===== src/rtl/dpctrl_pkg.sv =====
// Shared types and constants for the datapath controller.
// DPCTRL_ILLEGAL_TRAP_EN adds the HALT state used to trap illegal encodings.
package dpctrl_pkg;

    localparam int unsigned DATA_W    = 16;
    localparam int unsigned NREG_BITS = 3;

    localparam logic [2:0] OPC_MOV = 3'b110;
    localparam logic [2:0] OPC_ALU = 3'b101;

    localparam logic [1:0] OP_MOV_IMM = 2'b10;
    localparam logic [1:0] OP_MOV_REG = 2'b00;

    localparam logic [1:0] ALU_ADD = 2'b00;
    localparam logic [1:0] ALU_SUB = 2'b01;
    localparam logic [1:0] ALU_AND = 2'b10;
    localparam logic [1:0] ALU_MVN = 2'b11;

    localparam int unsigned OPC_LSB = 13;
    localparam int unsigned OP_LSB  = 11;
    localparam int unsigned RN_LSB  = 8;
    localparam int unsigned RD_LSB  = 5;
    localparam int unsigned SH_LSB  = 3;
    localparam int unsigned RM_LSB  = 0;

    typedef enum logic [3:0] {
        StWait,
        StDecode,
        StWrImm,
        StGetA,
        StGetB,
        StExec,
        StCmp,
        StWrRd
`ifdef DPCTRL_ILLEGAL_TRAP_EN
        ,
        StHalt
`endif
    } state_e;

    function automatic logic [DATA_W-1:0] sext_imm8(input logic [7:0] imm8);
        return {{(DATA_W - 8){imm8[7]}}, imm8};
    endfunction

endpackage


===== src/rtl/dpctrl_if.sv =====
// Instruction handshake and datapath control bundle between host and controller.
interface dpctrl_if
    import dpctrl_pkg::*;
();
    logic                 s;
    logic                 load;
    logic [DATA_W-1:0]    in;
    logic                 w;
    logic                 err;
    logic [NREG_BITS-1:0] readnum;
    logic [NREG_BITS-1:0] writenum;
    logic                 write;
    logic                 vsel;
    logic                 loada;
    logic                 loadb;
    logic                 asel;
    logic                 bsel;
    logic [1:0]           shift;
    logic [1:0]           ALUop;
    logic                 loadc;
    logic                 loads;
    logic [DATA_W-1:0]    datapath_in;

    modport master (
        output s, load, in,
        input  w, err, readnum, writenum, write, vsel, loada, loadb, asel, bsel,
        input  shift, ALUop, loadc, loads, datapath_in
    );

    modport slave (
        input  s, load, in,
        output w, err, readnum, writenum, write, vsel, loada, loadb, asel, bsel,
        output shift, ALUop, loadc, loads, datapath_in
    );
endinterface


===== src/rtl/dpctrl_decode.sv =====
// Instruction field extraction, imm8 sign extension and legal-encoding classification.
module dpctrl_decode
    import dpctrl_pkg::*;
(
    input  logic [DATA_W-1:0]    ir,
    output logic [1:0]           op,
    output logic [NREG_BITS-1:0] rn,
    output logic [NREG_BITS-1:0] rd,
    output logic [NREG_BITS-1:0] rm,
    output logic [1:0]           sh,
    output logic [DATA_W-1:0]    imm_ext,
    output logic                 legal,
    output logic                 is_mov_imm,
    output logic                 is_mov_reg,
    output logic                 is_alu
);
    logic [2:0] opcode;

    assign opcode  = ir[OPC_LSB +: 3];
    assign op      = ir[OP_LSB +: 2];
    assign rn      = ir[RN_LSB +: NREG_BITS];
    assign rd      = ir[RD_LSB +: NREG_BITS];
    assign sh      = ir[SH_LSB +: 2];
    assign rm      = ir[RM_LSB +: NREG_BITS];
    assign imm_ext = sext_imm8(ir[7:0]);

    assign is_mov_imm = (opcode == OPC_MOV) && (op == OP_MOV_IMM);
    assign is_mov_reg = (opcode == OPC_MOV) && (op == OP_MOV_REG);
    assign is_alu     = (opcode == OPC_ALU);
    assign legal      = is_mov_imm || is_mov_reg || is_alu;
endmodule


===== src/rtl/datapath_controller.sv =====
// Instruction register and control FSM sequencing one instruction through the datapath.
// With DPCTRL_ILLEGAL_TRAP_EN an illegal encoding halts until reset; otherwise it is a NOP.
module datapath_controller
    import dpctrl_pkg::*;
(
    input  logic     clk,
    input  logic     reset,
    dpctrl_if.slave  bus
);
    state_e               state_q, state_d;
    logic [DATA_W-1:0]    ir_q, ir_d;

    logic [1:0]           op, sh;
    logic [NREG_BITS-1:0] rn, rd, rm;
    logic [DATA_W-1:0]    imm_ext;
    logic                 legal, is_mov_imm, is_mov_reg, is_alu;

    logic                 w_q, err_q, write_q, vsel_q, loada_q, loadb_q, asel_q;
    logic                 loadc_q, loads_q;
    logic [NREG_BITS-1:0] readnum_q, writenum_q;
    logic [1:0]           shift_q, aluop_q;
    logic [DATA_W-1:0]    dp_in_q;

    // Decoding ir_d lets the registered outputs see a word captured on the same edge.
    dpctrl_decode u_decode (
        .ir         (ir_d),
        .op         (op),
        .rn         (rn),
        .rd         (rd),
        .rm         (rm),
        .sh         (sh),
        .imm_ext    (imm_ext),
        .legal      (legal),
        .is_mov_imm (is_mov_imm),
        .is_mov_reg (is_mov_reg),
        .is_alu     (is_alu)
    );

    always_comb begin
        ir_d    = ir_q;
        state_d = state_q;
        case (state_q)
            StWait: begin
                if (bus.load) ir_d = bus.in;
                if (bus.s) state_d = StDecode;
            end
            StDecode: begin
                if (!legal) begin
`ifdef DPCTRL_ILLEGAL_TRAP_EN
                    state_d = StHalt;
`else
                    state_d = StWait;
`endif
                end else if (is_mov_imm) begin
                    state_d = StWrImm;
                end else if (is_mov_reg || op == ALU_MVN) begin
                    state_d = StGetB;
                end else begin
                    state_d = StGetA;
                end
            end
            StGetA:  state_d = StGetB;
            StGetB:  state_d = (is_alu && op == ALU_SUB) ? StCmp : StExec;
            StExec:  state_d = StWrRd;
            StWrImm: state_d = StWait;
            StCmp:   state_d = StWait;
            StWrRd:  state_d = StWait;
`ifdef DPCTRL_ILLEGAL_TRAP_EN
            StHalt:  state_d = StHalt;
`endif
            default: state_d = StWait;
        endcase
    end

    // Outputs are registered as a function of the state being entered.
    always_ff @(posedge clk) begin
        if (reset) begin
            state_q    <= StWait;
            ir_q       <= '0;
            w_q        <= 1'b1;
            err_q      <= 1'b0;
            readnum_q  <= '0;
            writenum_q <= '0;
            write_q    <= 1'b0;
            vsel_q     <= 1'b0;
            loada_q    <= 1'b0;
            loadb_q    <= 1'b0;
            asel_q     <= 1'b0;
            shift_q    <= '0;
            aluop_q    <= '0;
            loadc_q    <= 1'b0;
            loads_q    <= 1'b0;
            dp_in_q    <= '0;
        end else begin
            state_q    <= state_d;
            ir_q       <= ir_d;
            dp_in_q    <= imm_ext;
            w_q        <= 1'b0;
            err_q      <= 1'b0;
            readnum_q  <= '0;
            writenum_q <= '0;
            write_q    <= 1'b0;
            vsel_q     <= 1'b0;
            loada_q    <= 1'b0;
            loadb_q    <= 1'b0;
            asel_q     <= 1'b0;
            shift_q    <= '0;
            aluop_q    <= '0;
            loadc_q    <= 1'b0;
            loads_q    <= 1'b0;
            case (state_d)
                StWait:   w_q <= 1'b1;
                StDecode: err_q <= !legal;
                StWrImm: begin
                    writenum_q <= rn;
                    vsel_q     <= 1'b1;
                    write_q    <= 1'b1;
                end
                StGetA: begin
                    readnum_q <= rn;
                    loada_q   <= 1'b1;
                end
                StGetB: begin
                    readnum_q <= rm;
                    loadb_q   <= 1'b1;
                end
                StExec: begin
                    shift_q <= sh;
                    loadc_q <= 1'b1;
                    asel_q  <= is_mov_reg;
                    aluop_q <= is_mov_reg ? ALU_ADD : op;
                end
                StCmp: begin
                    shift_q <= sh;
                    aluop_q <= ALU_SUB;
                    loads_q <= 1'b1;
                end
                StWrRd: begin
                    writenum_q <= rd;
                    write_q    <= 1'b1;
                end
`ifdef DPCTRL_ILLEGAL_TRAP_EN
                StHalt:   err_q <= 1'b1;
`endif
                default: ;
            endcase
        end
    end

    assign bus.w           = w_q;
    assign bus.err         = err_q;
    assign bus.readnum     = readnum_q;
    assign bus.writenum    = writenum_q;
    assign bus.write       = write_q;
    assign bus.vsel        = vsel_q;
    assign bus.loada       = loada_q;
    assign bus.loadb       = loadb_q;
    assign bus.asel        = asel_q;
    assign bus.bsel        = 1'b0;
    assign bus.shift       = shift_q;
    assign bus.ALUop       = aluop_q;
    assign bus.loadc       = loadc_q;
    assign bus.loads       = loads_q;
    assign bus.datapath_in = dp_in_q;
endmodule

===== src/flat_wrapper.sv =====
// flat-port wrapper written by rule: the top's interface ports become plain ports
module datapath_controller_flat import dpctrl_pkg::*;
  (clk, reset, bus_s, bus_load, bus_in, bus_w, bus_err, bus_readnum, bus_writenum, bus_write, bus_vsel, bus_loada, bus_loadb, bus_asel, bus_bsel, bus_shift, bus_ALUop, bus_loadc, bus_loads, bus_datapath_in);
  dpctrl_if bus_i ();
  input  logic clk;
  input  logic reset;
  input wire logic [$bits(bus_i.s)-1:0] bus_s;
  input wire logic [$bits(bus_i.load)-1:0] bus_load;
  input wire logic [$bits(bus_i.in)-1:0] bus_in;
  output wire logic [$bits(bus_i.w)-1:0] bus_w;
  output wire logic [$bits(bus_i.err)-1:0] bus_err;
  output wire logic [$bits(bus_i.readnum)-1:0] bus_readnum;
  output wire logic [$bits(bus_i.writenum)-1:0] bus_writenum;
  output wire logic [$bits(bus_i.write)-1:0] bus_write;
  output wire logic [$bits(bus_i.vsel)-1:0] bus_vsel;
  output wire logic [$bits(bus_i.loada)-1:0] bus_loada;
  output wire logic [$bits(bus_i.loadb)-1:0] bus_loadb;
  output wire logic [$bits(bus_i.asel)-1:0] bus_asel;
  output wire logic [$bits(bus_i.bsel)-1:0] bus_bsel;
  output wire logic [$bits(bus_i.shift)-1:0] bus_shift;
  output wire logic [$bits(bus_i.ALUop)-1:0] bus_ALUop;
  output wire logic [$bits(bus_i.loadc)-1:0] bus_loadc;
  output wire logic [$bits(bus_i.loads)-1:0] bus_loads;
  output wire logic [$bits(bus_i.datapath_in)-1:0] bus_datapath_in;
  assign bus_i.s = bus_s;
  assign bus_i.load = bus_load;
  assign bus_i.in = bus_in;
  assign bus_w = bus_i.w;
  assign bus_err = bus_i.err;
  assign bus_readnum = bus_i.readnum;
  assign bus_writenum = bus_i.writenum;
  assign bus_write = bus_i.write;
  assign bus_vsel = bus_i.vsel;
  assign bus_loada = bus_i.loada;
  assign bus_loadb = bus_i.loadb;
  assign bus_asel = bus_i.asel;
  assign bus_bsel = bus_i.bsel;
  assign bus_shift = bus_i.shift;
  assign bus_ALUop = bus_i.ALUop;
  assign bus_loadc = bus_i.loadc;
  assign bus_loads = bus_i.loads;
  assign bus_datapath_in = bus_i.datapath_in;
  datapath_controller u_core (.clk(clk), .reset(reset), .bus(bus_i));
endmodule

===== config.mk =====
export PLATFORM = sky130hd
export DESIGN_NAME = datapath_controller_flat
export DESIGN_NICKNAME = d
export VERILOG_FILES = /design/src/rtl/dpctrl_pkg.sv /design/src/rtl/dpctrl_if.sv /design/src/rtl/dpctrl_decode.sv /design/src/rtl/datapath_controller.sv /design/src/flat_wrapper.sv
export SDC_FILE = /design/constraint.sdc
export NUM_CORES = 1
export LEC_CHECK = 0
export BUFFER_PORTS_ARGS = -buffer_cell sky130_fd_sc_hd__clkbuf_2
export CAP_MARGIN = 0
export CORE_ASPECT_RATIO = 0.75
export CORE_UTILIZATION = 35
export CTS_BUF_LIST = sky130_fd_sc_hd__clkbuf_4 sky130_fd_sc_hd__clkbuf_8 sky130_fd_sc_hd__clkbuf_16
export DETAILED_ROUTE_END_ITERATION = 10
export GPL_ROUTABILITY_DRIVEN = 0
export PLACE_DENSITY = 0.66
export SYNTH_ARGS = -nofsm -noshare
export SYNTH_HDL_FRONTEND = slang
export SYNTH_SLANG_ARGS = --single-unit

===== constraint.sdc =====
create_clock -name clk -period 4.9 [get_ports clk]
set_input_delay 0.735 -clock clk [delete_from_list [all_inputs] [get_ports clk]]
set_output_delay 0.735 -clock clk [all_outputs]
set_load 0.01 [all_outputs]

==> results.txt <==
----------------------------------------------------
[Status]
  Status ... finished clean

[Placed design]
  Total half-perimeter wirelength after legalization and detailed placement ... 2.847 mm
  Dpl ws ... 2.476 ns
  Cell area after placement ... 1899 µm²
  Buffers added on ports ... 54

[Worst setup path]
  Arrival time of data at the critical path endpoint ... 2.52 ns
  Kind of critical path ... reg -> reg
  Required time at the worst-slack endpoint ... 5.08 ns
  Maximum fanout count along the critical path ... 16
  Nature of the critical path startpoint ... register
  Category of the worst setup path capture point ... register

[Cells and area]
  P&R area growth vs syn ... 15.99%
  Nets ... 241
  Final instance area ... 1988 µm²
  Number of antenna repair diodes ... 0
  Fin util ... 0.4349
  Number of inserted filler cells in the final layout ... 461
  Layout cell share with drive strength beyond 1 ... 0.3198

[Die]
  I/O Pins ... 56
  Number of rows created at floorplan ... 21
  Area of the die ... 5184 µm²
  Effective utilization at floorplan ... 0.3749
  Die width ... 82.81 µm
  Die boundary height ... 62.61 µm
  Core Box Area ... 4572 µm²

[Clocking]
  Clock tree from TritonCTS ... yes
  Count of hold-fix buffers inserted at cts ... 0
  Total of cells resized after clock tree synthesis ... 0
  TritonCTS Sinks ... 39
  Number of H-tree levels ... 2
  Post-CTS Setup Repair Bufs ... 0
  Number of clock buffers inserted by TritonCTS ... 5
  Clk_lat worst skew ... 0.28 ns
  Root buffer cell ... sky130_fd_sc_hd__clkbuf_8
  Post-CTS clock slew at the launch and capture registers of the worst setup and hold paths ... 0.07 ns
  Clock buffer depth ... 2

[Global routing]
  Grt total ovfl ... 0
  GR met3 Demand/Resource ... 0.06341
  First-pass GRT wire length ... 6.230 mm
  Busiest layer in global routing ... met1
  Routing usage on met1 ... 0.2240
  Overall Global Routing Usage ... 0.1526
  Vias in the first global route ... 1212
  GR Layer Usage met2 ... 0.1988
  Antenna violations before repair ... 0
  Largest net degree at the start of global routing ... 32

[Synth]
  Mean cell area of the mapped netlist ... 9.316 µm²
  Count of synthesis-stage warnings from yosys ... 0
  Netlist area before placement ... 1714 µm²
  Netlist cell types ... 43
  Total of flip-flops plus latches after synthesis ... 39
  Part of the Yosys area used for sequential elements ... 0.4555
  Top cells by area, synth ... sky130_fd_sc_hd__dfxtp_1 (46%), sky130_fd_sc_hd__buf_4 (7.4%), sky130_fd_sc_hd__mux2i_1 (5.8%)
  Most used flip-flop cell after synthesis ... sky130_fd_sc_hd__dfxtp_1
  Share of the synthesized area in the top cell type ... 0.4555
  Fraction of synthesis flops using an asynchronous set or reset pin ... 0
  Number of cells produced by synthesis ... 184
  Number of synthesized flops with an enable pin ... 0
  Cell taking the most area after synthesis ... sky130_fd_sc_hd__dfxtp_1

[Timing]
  Sum of negative setup slack ... 0 ns
  Setup ws final ... 2.564 ns
  Setup Skew ... 0.004430 ns
  Number of max-slew violations in the final report ... 0
  Slew margin rel. ... 0.3977
  Number of failing hold endpoints at the final stage ... 0
  Min Tclk post-route ... 2.336 ns
  Worst-margin pin slew ... 0.9025 ns
  Number of setup violations in the final report ... 0
  FMAX ... 428.1 MHz
  Share of the clock period used by the worst path after layout ... 0.4768
  Unrepaired setup endpoints after global routing ... no

[Routing]
  DRC violations left ... 0
  Total iterations of the first detailed-routing run ... 4
  Total detailed-routing wirelength ... 3.871 mm
  Number of DRC markers after the initial detailed-route iteration ... 71
  Final ANT Viol Nets ... 0
  Via density per instance ... 4.921
  Vias post-DR ... 1373
  Post-DR wirelength/cell ... 13.87 µm

[Power and ir drop]
  VDD IR-drop max ... 0.0001626 V
  Cell internal power dissipation ... 0.4538 mW
  Leakage power figure ... 0.8498 nW
  Fraction of power spent switching nets ... 0.2492
  Fraction of power consumed by sequential logic ... 0.548
  Clock network power share ... 0.353
  Net Switching ... 0.1507 mW
  Total power divided by cell area ... 304.1 nW/µm²
  Combinational share of power ... 0.098

[Job]
  Max-Cap Viols ... 0

[Min path]
  Class of the tightest hold or removal check ... reg -> reg

----------------------------------------------------
[synthesized netlist by cell type (2+ instances only)]
cell type and number:
sky130_fd_sc_hd__o32ai_1 6, sky130_fd_sc_hd__nor4b_1 2, sky130_fd_sc_hd__a21o_1 3, sky130_fd_sc_hd__clkbuf_1 6
sky130_fd_sc_hd__nand2b_1 3, sky130_fd_sc_hd__buf_4 17, sky130_fd_sc_hd__nor4bb_1 3, sky130_fd_sc_hd__nand2_1 16
sky130_fd_sc_hd__mux2i_1 10, sky130_fd_sc_hd__nor2_1 16, sky130_fd_sc_hd__a2111oi_2 2, sky130_fd_sc_hd__and2_1 3
sky130_fd_sc_hd__nand3b_1 2, sky130_fd_sc_hd__o21ai_0 3, sky130_fd_sc_hd__nor3_1 5, sky130_fd_sc_hd__a21oi_1 10
sky130_fd_sc_hd__inv_1 8, sky130_fd_sc_hd__dfxtp_1 39, sky130_fd_sc_hd__nor2b_1 5, sky130_fd_sc_hd__buf_2 2
[final timing paths]
path | start | to | slack [ns] | cells after the start
max reg2reg | u_core.state_q[1]$_SDFF_PP0_ | u_core.bus.writenum[1]$_SDFF_PP0_ | 2.56 | 5
min | u_core.ir_q[13]$_SDFF_PP0_ | u_core.ir_q[13]$_SDFF_PP0_ | 0.51 | 2
max | u_core.state_q[1]$_SDFF_PP0_ | u_core.bus.writenum[1]$_SDFF_PP0_ | 2.56 | 5
min reg2reg | u_core.ir_q[13]$_SDFF_PP0_ | u_core.ir_q[13]$_SDFF_PP0_ | 0.51 | 2
[worst max-delay path, stage by stage (launching register included)]
cell,delay [ns]
sky130_fd_sc_hd__dfxtp_1,0.36
sky130_fd_sc_hd__or3_1,0.48
sky130_fd_sc_hd__nor2_2,0.74
sky130_fd_sc_hd__nand2_1,0.13
sky130_fd_sc_hd__a21o_1,0.22
sky130_fd_sc_hd__o32ai_1,0.30
[placed cells by master, fill, tap and decap left out, types with 5 or more instances in the layout]
cell,instances
sky130_fd_sc_hd__mux2i_1,10
sky130_fd_sc_hd__a21oi_1,10
sky130_fd_sc_hd__dfxtp_1,39
sky130_fd_sc_hd__inv_1,8
sky130_fd_sc_hd__nand2_1,16
sky130_fd_sc_hd__o32ai_1,6
sky130_fd_sc_hd__clkbuf_2,54
sky130_fd_sc_hd__clkbuf_8,5
sky130_fd_sc_hd__nor2b_1,5
sky130_fd_sc_hd__nor2_1,16
sky130_fd_sc_hd__nor3_1,5
[final cells by class]
cell class | instances | area (µm²) | share of cell area
sequential | 39 | 780.7 | 0.3927
inverter | 8 | 30.03 | 0.01510
tap | 57 | 71.32 | 0.03587
timing repair buffer | 54 | 270.3 | 0.1359
clock buffer | 6 | 76.32 | 0.03839
multi-input combinational | 113 | 747.0 | 0.3757
clock inverter | 2 | 12.51 | 0.006293
[metrics by stage]
step | power, mW | hold WS [ns] | cells
3_3_place_gp | 0.3978 | 0.4858 | 271
5_1_grt | 0.6340 | 0.5442 | 279
6_report | 0.6045 | 0.5076 | 279
3_5_place_dp | 0.3982 | 0.4968 | 271
4_1_cts | 0.6115 | 0.5088 | 279
2_1_floorplan | 0.3839 | 0.4624 | 185
[layer usage]
layer,vias to the layer above,part of all wire
met1,621,0.51
met4,0,0.0059
met5,-,0
met2,49,0.39
li1,699,-
met3,4,0.090
[registers in the layout (all words and copies together) (netlist names), 2 cells and up]
register and count:
u_core.bus.writenum 3, u_core.ir_q 16, u_core.bus.readnum 3, u_core.state_q 4, u_core.bus.shift 2, u_core.bus.ALUop 2
[power groups by stage]
stage / Combinational, mW / Sequential (mW) / Clock (mW)
floorplan: 0.0465 / 0.337 / 0
global placement: 0.0591 / 0.339 / 0
detailed placement: 0.0594 / 0.339 / 0
CTS: 0.0599 / 0.331 / 0.220
global route: 0.0651 / 0.333 / 0.236
finish: 0.0594 / 0.332 / 0.214
[cells by family after synthesis]
| family | Yosys count | synth area share |
|---|---|---|
| simple gates | 66 | 0.2066 |
| flops | 39 | 0.4555 |
| buf+inv | 33 | 0.1109 |
| compound gates | 35 | 0.1664 |
| other cells | 1 | 0.002188 |
| mux | 10 | 0.05840 |
Power figures use the tool's default switching activity.
